--- src/rtl/fft_readout_sched_if.sv ---
// Downstream bin stream of fft_readout_sched.
//   out_data  : bin value {real, imag}
//   out_ch    : channel index of out_data
//   out_bin   : bin index of out_data
//   out_last  : final bin of the final channel
//   out_valid : head of the output buffer is valid
//   out_ready : consumer accepts (transfer when valid & ready on clk edge)
// master = scheduler side, slave = consumer side.
interface fft_readout_sched_if #(
  parameter int DW = 28,
  parameter int AW = 10
);
  logic [DW-1:0] out_data;
  logic [1:0]    out_ch;
  logic [AW-1:0] out_bin;
  logic          out_last;
  logic          out_valid;
  logic          out_ready;

  modport master (
    output out_data, out_ch, out_bin, out_last, out_valid,
    input  out_ready
  );

  modport slave (
    input  out_data, out_ch, out_bin, out_last, out_valid,
    output out_ready
  );
endinterface

--- src/rtl/fft_readout_sched.sv ---
// Frame readout sequencer for NCH FFT channel wrappers.
// On start: pulses go to rearm the wrappers, waits for every ch_done (with a
// timeout), then reads all bins channel-major through a shared RAM address
// and streams them out via a 2-entry buffer with valid/ready.
//   clk, rst_n   : clock, asynchronous active-low reset
//   start        : one-cycle frame request (honoured only when idle)
//   ch_done      : per-channel "result complete" level
//   go           : one-cycle rearm pulse to the wrappers
//   rd_addr_fft  : shared read address (bin) to all channel RAMs
//   ram_q        : concatenated RAM outputs, 1-cycle read latency
//   busy         : not idle
//   timeout_err  : sticky, cleared by reset or an accepted start
//   out_if       : downstream bin stream (master side)
module fft_readout_sched #(
  parameter int NCH     = 4,
  parameter int NPTS    = 1024,
  parameter int DW      = 28,
  parameter int TIMEOUT = 65535,
  localparam int AW     = $clog2(NPTS)
) (
  input  logic              clk,
  input  logic              rst_n,
  input  logic              start,
  input  logic [NCH-1:0]    ch_done,
  output logic              go,
  output logic [AW-1:0]     rd_addr_fft,
  input  logic [NCH*DW-1:0] ram_q,
  output logic              busy,
  output logic              timeout_err,
  fft_readout_sched_if.master out_if
);

  localparam int            TW       = $clog2(TIMEOUT + 1);
  localparam logic [TW-1:0] TO_VAL   = TW'(TIMEOUT);
  localparam logic [AW-1:0] LAST_BIN = AW'(NPTS - 1);
  localparam logic [1:0]    LAST_CH  = 2'(NCH - 1);

  typedef enum logic [2:0] {S_IDLE, S_ARM, S_WAIT, S_READ, S_DRAIN} state_t;

  typedef struct packed {
    logic [DW-1:0] data;
    logic [1:0]    ch;
    logic [AW-1:0] bin;
    logic          last;
  } entry_t;

  state_t        state_q, state_d;
  logic [1:0]    arm_cnt_q, arm_cnt_d;
  logic [TW-1:0] wait_cnt_q, wait_cnt_d;
  logic          go_q, go_d;
  logic          err_q, err_d;
  logic [1:0]    rd_ch_q, rd_ch_d;
  logic [AW-1:0] rd_bin_q, rd_bin_d;
  logic          infl_q, infl_d;
  logic [1:0]    infl_ch_q, infl_ch_d;
  logic [AW-1:0] infl_bin_q, infl_bin_d;
  logic          infl_last_q, infl_last_d;
  entry_t        fifo_q [2];
  entry_t        fifo_d [2];
  logic          wr_ptr_q, wr_ptr_d;
  logic          rd_ptr_q, rd_ptr_d;
  logic [1:0]    fifo_cnt_q, fifo_cnt_d;

  logic          pop;
  logic          issue;
  logic [1:0]    occ_after_pop;
  entry_t        push_entry;
  entry_t        head;

  // Output buffer. Occupancy is taken after this cycle's pop so that a
  // pop and an issue can overlap, which is what sustains 1 bin/cycle
  // while never letting buffer + in-flight exceed two entries.
  always_comb begin
    fifo_d   = fifo_q;
    wr_ptr_d = wr_ptr_q;
    rd_ptr_d = rd_ptr_q;
    pop           = (fifo_cnt_q != 2'd0) && out_if.out_ready;
    occ_after_pop = fifo_cnt_q - 2'(pop) + 2'(infl_q);
    push_entry.data = ram_q[infl_ch_q*DW +: DW];
    push_entry.ch   = infl_ch_q;
    push_entry.bin  = infl_bin_q;
    push_entry.last = infl_last_q;
    if (infl_q) begin
      fifo_d[wr_ptr_q] = push_entry;
      wr_ptr_d         = ~wr_ptr_q;
    end
    if (pop) rd_ptr_d = ~rd_ptr_q;
    fifo_cnt_d = fifo_cnt_q + 2'(infl_q) - 2'(pop);
  end

  always_comb begin
    state_d     = state_q;
    arm_cnt_d   = arm_cnt_q;
    wait_cnt_d  = wait_cnt_q;
    go_d        = 1'b0;
    err_d       = err_q;
    rd_ch_d     = rd_ch_q;
    rd_bin_d    = rd_bin_q;
    infl_d      = 1'b0;
    infl_ch_d   = infl_ch_q;
    infl_bin_d  = infl_bin_q;
    infl_last_d = infl_last_q;
    issue       = 1'b0;
    unique case (state_q)
      S_IDLE: begin
        if (start) begin
          state_d   = S_ARM;
          arm_cnt_d = '0;
          go_d      = 1'b1;
          err_d     = 1'b0;
        end
      end
      S_ARM: begin
        // Four cycles so the wrappers' 2-FF go synchronizer has settled
        // before ch_done is trusted.
        if (arm_cnt_q == 2'd3) begin
          state_d    = S_WAIT;
          wait_cnt_d = '0;
        end else begin
          arm_cnt_d = arm_cnt_q + 2'd1;
        end
      end
      S_WAIT: begin
        wait_cnt_d = wait_cnt_q + TW'(1);
        if (&ch_done) begin
          state_d  = S_READ;
          rd_ch_d  = '0;
          rd_bin_d = '0;
        end else if (wait_cnt_d == TO_VAL) begin
          err_d   = 1'b1;
          state_d = S_IDLE;
        end
      end
      S_READ: begin
        issue = (occ_after_pop < 2'd2);
        if (issue) begin
          infl_d      = 1'b1;
          infl_ch_d   = rd_ch_q;
          infl_bin_d  = rd_bin_q;
          infl_last_d = (rd_ch_q == LAST_CH) && (rd_bin_q == LAST_BIN);
          if (rd_bin_q == LAST_BIN) begin
            rd_bin_d = '0;
            if (rd_ch_q == LAST_CH) begin
              rd_ch_d = '0;
              state_d = S_DRAIN;
            end else begin
              rd_ch_d = rd_ch_q + 2'd1;
            end
          end else begin
            rd_bin_d = rd_bin_q + AW'(1);
          end
        end
      end
      S_DRAIN: begin
        if ((fifo_cnt_q == 2'd0) && !infl_q) state_d = S_IDLE;
      end
      default: state_d = S_IDLE;
    endcase
  end

  always_ff @(posedge clk or negedge rst_n) begin
    if (!rst_n) begin
      state_q     <= S_IDLE;
      arm_cnt_q   <= '0;
      wait_cnt_q  <= '0;
      go_q        <= 1'b0;
      err_q       <= 1'b0;
      rd_ch_q     <= '0;
      rd_bin_q    <= '0;
      infl_q      <= 1'b0;
      infl_ch_q   <= '0;
      infl_bin_q  <= '0;
      infl_last_q <= 1'b0;
      fifo_q[0]   <= '0;
      fifo_q[1]   <= '0;
      wr_ptr_q    <= 1'b0;
      rd_ptr_q    <= 1'b0;
      fifo_cnt_q  <= '0;
    end else begin
      state_q     <= state_d;
      arm_cnt_q   <= arm_cnt_d;
      wait_cnt_q  <= wait_cnt_d;
      go_q        <= go_d;
      err_q       <= err_d;
      rd_ch_q     <= rd_ch_d;
      rd_bin_q    <= rd_bin_d;
      infl_q      <= infl_d;
      infl_ch_q   <= infl_ch_d;
      infl_bin_q  <= infl_bin_d;
      infl_last_q <= infl_last_d;
      fifo_q      <= fifo_d;
      wr_ptr_q    <= wr_ptr_d;
      rd_ptr_q    <= rd_ptr_d;
      fifo_cnt_q  <= fifo_cnt_d;
    end
  end

  assign head             = fifo_q[rd_ptr_q];
  assign go               = go_q;
  assign busy             = (state_q != S_IDLE);
  assign timeout_err      = err_q;
  assign rd_addr_fft      = rd_bin_q;
  assign out_if.out_valid = (fifo_cnt_q != 2'd0);
  assign out_if.out_data  = head.data;
  assign out_if.out_ch    = head.ch;
  assign out_if.out_bin   = head.bin;
  assign out_if.out_last  = head.last && (fifo_cnt_q != 2'd0);

endmodule

--- src/flat_wrapper.sv ---
// flat-port wrapper written by rule: the top's interface ports become plain ports
module fft_readout_sched_flat 
#(
  parameter int NCH     = 4,
  parameter int NPTS    = 1024,
  parameter int DW      = 28,
  parameter int TIMEOUT = 65535,
  localparam int AW     = $clog2(NPTS)
)
  (clk, rst_n, start, ch_done, go, rd_addr_fft, ram_q, busy, timeout_err, out_if_out_data, out_if_out_ch, out_if_out_bin, out_if_out_last, out_if_out_valid, out_if_out_ready);
  fft_readout_sched_if #(.DW(DW), .AW((10))) out_if_i ();
  input  logic clk;
  input  logic rst_n;
  input  logic start;
  input  logic [NCH-1:0] ch_done;
  output logic go;
  output logic [AW-1:0] rd_addr_fft;
  input  logic [NCH*DW-1:0] ram_q;
  output logic busy;
  output logic timeout_err;
  output wire logic [$bits(out_if_i.out_data)-1:0] out_if_out_data;
  output wire logic [$bits(out_if_i.out_ch)-1:0] out_if_out_ch;
  output wire logic [$bits(out_if_i.out_bin)-1:0] out_if_out_bin;
  output wire logic [$bits(out_if_i.out_last)-1:0] out_if_out_last;
  output wire logic [$bits(out_if_i.out_valid)-1:0] out_if_out_valid;
  input wire logic [$bits(out_if_i.out_ready)-1:0] out_if_out_ready;
  assign out_if_out_data = out_if_i.out_data;
  assign out_if_out_ch = out_if_i.out_ch;
  assign out_if_out_bin = out_if_i.out_bin;
  assign out_if_out_last = out_if_i.out_last;
  assign out_if_out_valid = out_if_i.out_valid;
  assign out_if_i.out_ready = out_if_out_ready;
  fft_readout_sched #(.NCH(NCH), .NPTS(NPTS), .DW(DW), .TIMEOUT(TIMEOUT)) u_core (.clk(clk), .rst_n(rst_n), .start(start), .ch_done(ch_done), .go(go), .rd_addr_fft(rd_addr_fft), .ram_q(ram_q), .busy(busy), .timeout_err(timeout_err), .out_if(out_if_i));
endmodule
--- config.mk ---
export PLATFORM = sky130hd
export DESIGN_NAME = fft_readout_sched_flat
export DESIGN_NICKNAME = d
export VERILOG_FILES = /design/src/rtl/fft_readout_sched_if.sv /design/src/rtl/fft_readout_sched.sv /design/src/flat_wrapper.sv
export SDC_FILE = /design/constraint.sdc
export NUM_CORES = 1
export LEC_CHECK = 0
export ABC_AREA = 1
export CAP_MARGIN = 20
export CORE_ASPECT_RATIO = 1.25
export CORE_MARGIN = 1
export CORE_UTILIZATION = 54
export CTS_BUF_LIST = sky130_fd_sc_hd__clkbuf_16
export DETAILED_ROUTE_END_ITERATION = 10
export GPL_ROUTABILITY_DRIVEN = 0
export MAX_ROUTING_LAYER = met4
export PLACE_DENSITY = 0.95
export SLEW_MARGIN = 25
export SYNTH_ARGS = -nofsm -noshare
export SYNTH_HDL_FRONTEND = slang
export SYNTH_SLANG_ARGS = --single-unit
export TNS_END_PERCENT = 1
--- constraint.sdc ---
create_clock -name clk -period 5.5 [get_ports clk]
set_clock_uncertainty 0.1 [all_clocks]
set_input_delay 1.1 -clock clk [delete_from_list [all_inputs] [get_ports clk]]
set_output_delay 1.1 -clock clk [all_outputs]
set_load 0.005 [all_outputs]
==> implementation parameters <==
Parameter                              Value

Status
  Outcome    completed

Setup path
  Nature of the critical path startpoint    flip-flop
  Number of cells traversed by the worst register-to-register path    14
  Worst-path maximum fanout    42
  Startpoint-to-endpoint class of the critical path    reg -> out
  Worst R2R Start    u_core.fifo_cnt_q[1]
  Endpoint class of the critical path    output port
  Register-to-register setup slack    2340 ps
  Required @ worst endpoint    4300 ps
  Endpoint of the most critical register-to-register path    u_core.rd_addr_fft[2]
  CP arrival    3140 ps

Clocking
  TritonCTS buffer count    17
  Total number of clock tree sinks    135
  Maximum buffer depth of the clock tree    2
  Setup bufs post-CTS    0
  Clock slew at the register clock pins of the worst setup and hold paths    60 ps
  Number of buffers added to fix hold violations after cts    0
  Clock latency reported for the late side of the worst-skew pair    420 ps
  H-tree levels    4
  Post-CTS resize count    0
  Root Buffer Master    sky130_fd_sc_hd__clkbuf_16
  CTS tree    yes

GRT
  Largest net degree at the start of global routing    80
  GRT Util Overall    31.4%
  Number of global-route vias before repair    6790
  Wire length of the first global-routing pass    32200 um
  Initial antenna violation count    2
  Global route overflow    0

Floorplanning
  Boundary Pins    175
  Row count    46
  Initial core utilization    55.2%
  Floorplan die area    0.0134 mm^2
  Placeable core region    0.0127 mm^2
  Height of the die    129 um
  Horizontal die dimension    104 um

Timing
  Tightest slew margin relative to the limit    28.9%
  Final setup fails    0
  Transition time of the tightest slew-check pin    1070 ps
  Fin crit share    79.0%
  Peak Freq    0.230 GHz
  Max-slew violation total from the final report    0
  Tmin final    4340 ps
  Count of final hold-check violations    0
  Post-route worst hold slack    379 ps
  Setup repair after global routing missed its margin    no
  Post-Route Setup TNS    0 ps

Hold path
  Hold worst-path end    u_core.timeout_err
  Min-Delay Path Class    reg -> reg
  Cells on Worst Hold Path    2
  Hold_sp    u_core.timeout_err

Job
  Max-cap viol count    0

Route
  Remaining antenna violation count after routing    0
  Routed wire length    20100 um
  Via density per instance    5.62
  Number of vias in the routed layout    7062
  Detailed-route DRC error count    0
  Number of optimization iterations in the first detailed-route pass    5
  1st-iter DRT viols    665
  Detail-routed net length per standard cell    16.0 um

Logic synthesis
  Syn. warnings    0
  Synth Area per Inst    7.57 um^2
  Mapped Nets    1050
  Mapped Cells    923
  Primary FF master, synth    sky130_fd_sc_hd__dfrtp_1
  Count of flip-flops with a built-in enable after synthesis    0
  Total of flip-flops plus latches after synthesis    135
  Sequential element share of the synthesized area    48.3%
  Library cells used by synthesis    35
  Top area cells in the synthesized netlist    sky130_fd_sc_hd__dfrtp_1, sky130_fd_sc_hd__nand2_1, sky130_fd_sc_hd__o21ai_0, sky130_fd_sc_hd__a32o_1, sky130_fd_sc_hd__inv_1
  Post-synth top area cell    sky130_fd_sc_hd__dfrtp_1
  Synth Cell Area    0.00699 mm^2
  Portion of synthesized cell area occupied by the leading cell type    48.3%
  Async set-or-reset flop fraction in the synthesized netlist    100%

Power
  Static leakage power    0.00439 uW
  Power density normalized to cell area    521 mW/mm^2
  Worst IR Drop VDD    0.000326 V

Cells and area
  Share of cells above drive strength 1    6.17%
  Most common cell after layout, fill and taps aside    sky130_fd_sc_hd__nand2_1
  Commonest cells after routing, fill and taps aside    sky130_fd_sc_hd__nand2_1, sky130_fd_sc_hd__clkdlybuf4s50_1, sky130_fd_sc_hd__dfrtp_1
  Synthesis-to-finish area growth    34.8%
  NumNets Final    1200

Placed design
  Half-perimeter wire length after detailed placement    13000 um
  Buffers added on ports    174
==> kinds of logic after synthesis <==
family                   synth area share (%)
flip-flops                               48.3
AO/OA/AOI/OAI                            15.7
multiplexers                            0.143
XOR/XNOR                                0.501
AND/OR/NAND/NOR                          28.0
adder cells (fa/ha/maj)                  1.25
buffers and inverters                    6.07
==> critical path: stages (launching register included) <==
cell and delay (ps):
sky130_fd_sc_hd__dfrtp_1 320, sky130_fd_sc_hd__buf_4 410, sky130_fd_sc_hd__clkinv_1 880, sky130_fd_sc_hd__buf_4 500, sky130_fd_sc_hd__nand2_1 90, sky130_fd_sc_hd__nand2_1 60
sky130_fd_sc_hd__clkdlybuf4s50_1 450
==> flip-flops by register name, summed over array words and instances (netlist names), 2 cells and up <==
| name | count |
|---|---|
| u_core.fifo_q | 82 |
| u_core.wait_cnt_q | 16 |
| u_core.infl_bin_q | 10 |
| u_core.rd_addr_fft | 10 |
| u_core.state_q | 3 |
| u_core.arm_cnt_q | 2 |
| u_core.fifo_cnt_q | 2 |
| u_core.infl_ch_q | 2 |
| u_core.rd_ch_q | 2 |
==> layer usage <==
metal | wire length [um] | GRT usage (%) | up-vias
met2 | 9820 | 54.2 | 353
li1 | - | - | 3330
met1 | 8120 | 34.8 | 3317
met3 | 1410 | 7.09 | 62
met4 | 730 | 14.7 | 0
met5 | 0 | - | -
==> cell type report <==
class | count | area, um^2
multi-input cells | 677 | 3190
clock inverters | 15 | 180
flip-flops and latches | 135 | 3380
fillers | 876 | 3240
inverters | 62 | 233
diodes | 2 | 5.00
clock buffers | 17 | 425
repair buffers | 180 | 1800
well taps | 168 | 210
==> report_power, final <==
part / leakage, uW / internal, uW / switching [uW]
combinational: 0.00241 / 956 / 1140
clock: 0.000294 / 716 / 445
sequential: 0.00169 / 1360 / 291
total: 0.00439 / 3030 / 1870
==> cells in the mapped netlist, types with 3 or more instances <==
library cell               number
sky130_fd_sc_hd__nor2_2         5
sky130_fd_sc_hd__xor2_1         3
sky130_fd_sc_hd__a32o_1        28
sky130_fd_sc_hd__o21ai_0      116
sky130_fd_sc_hd__inv_2          6
sky130_fd_sc_hd__clkbuf_1      41
sky130_fd_sc_hd__nor2_1        31
sky130_fd_sc_hd__nor3_1         3
sky130_fd_sc_hd__nand3_1       33
sky130_fd_sc_hd__o22ai_1        3
sky130_fd_sc_hd__buf_2          3
sky130_fd_sc_hd__inv_1         55
sky130_fd_sc_hd__nand2_1      380
sky130_fd_sc_hd__nand2_2        4
sky130_fd_sc_hd__dfrtp_1      135
sky130_fd_sc_hd__nand4_1        7
sky130_fd_sc_hd__nor3_2         3
sky130_fd_sc_hd__buf_1          4
sky130_fd_sc_hd__a21oi_1       37
sky130_fd_sc_hd__ha_1           7
==> worst max path at each step <==
| stage | slack (ps) | end | cells after the start | startpoint |
|---|---|---|---|---|
| finish | 1160 | out_if_out_bin[5] | 6 | u_core.rd_ptr_q |
| CTS | 1170 | out_if_out_bin[1] | 6 | u_core.rd_ptr_q |
| floorplan | 2690 | u_core.state_q[0] | 13 | out_if_out_ready |
| detailed placement | 1670 | out_if_out_data[22] | 6 | u_core.rd_ptr_q |
| global placement | 1700 | out_if_out_data[17] | 6 | u_core.rd_ptr_q |
| global route | 1030 | out_if_out_bin[1] | 6 | u_core.rd_ptr_q |
==> through the flow <==
step           cells  util (%)  setup slack [ps]  power (uW)  instance area [um^2]
2_1_floorplan    923         -              2690        2780                  6990
3_3_place_gp    1222      69.6              1700        3610                  8810
3_5_place_dp    1222      69.6              1670        3700                  8810
4_1_cts         1254      74.4              1170        4900                  9420
5_1_grt         1256      74.4              1030        5220                  9420
6_report        1256      74.4              1160        4900                  9420
Power figures use the tool's default switching activity.
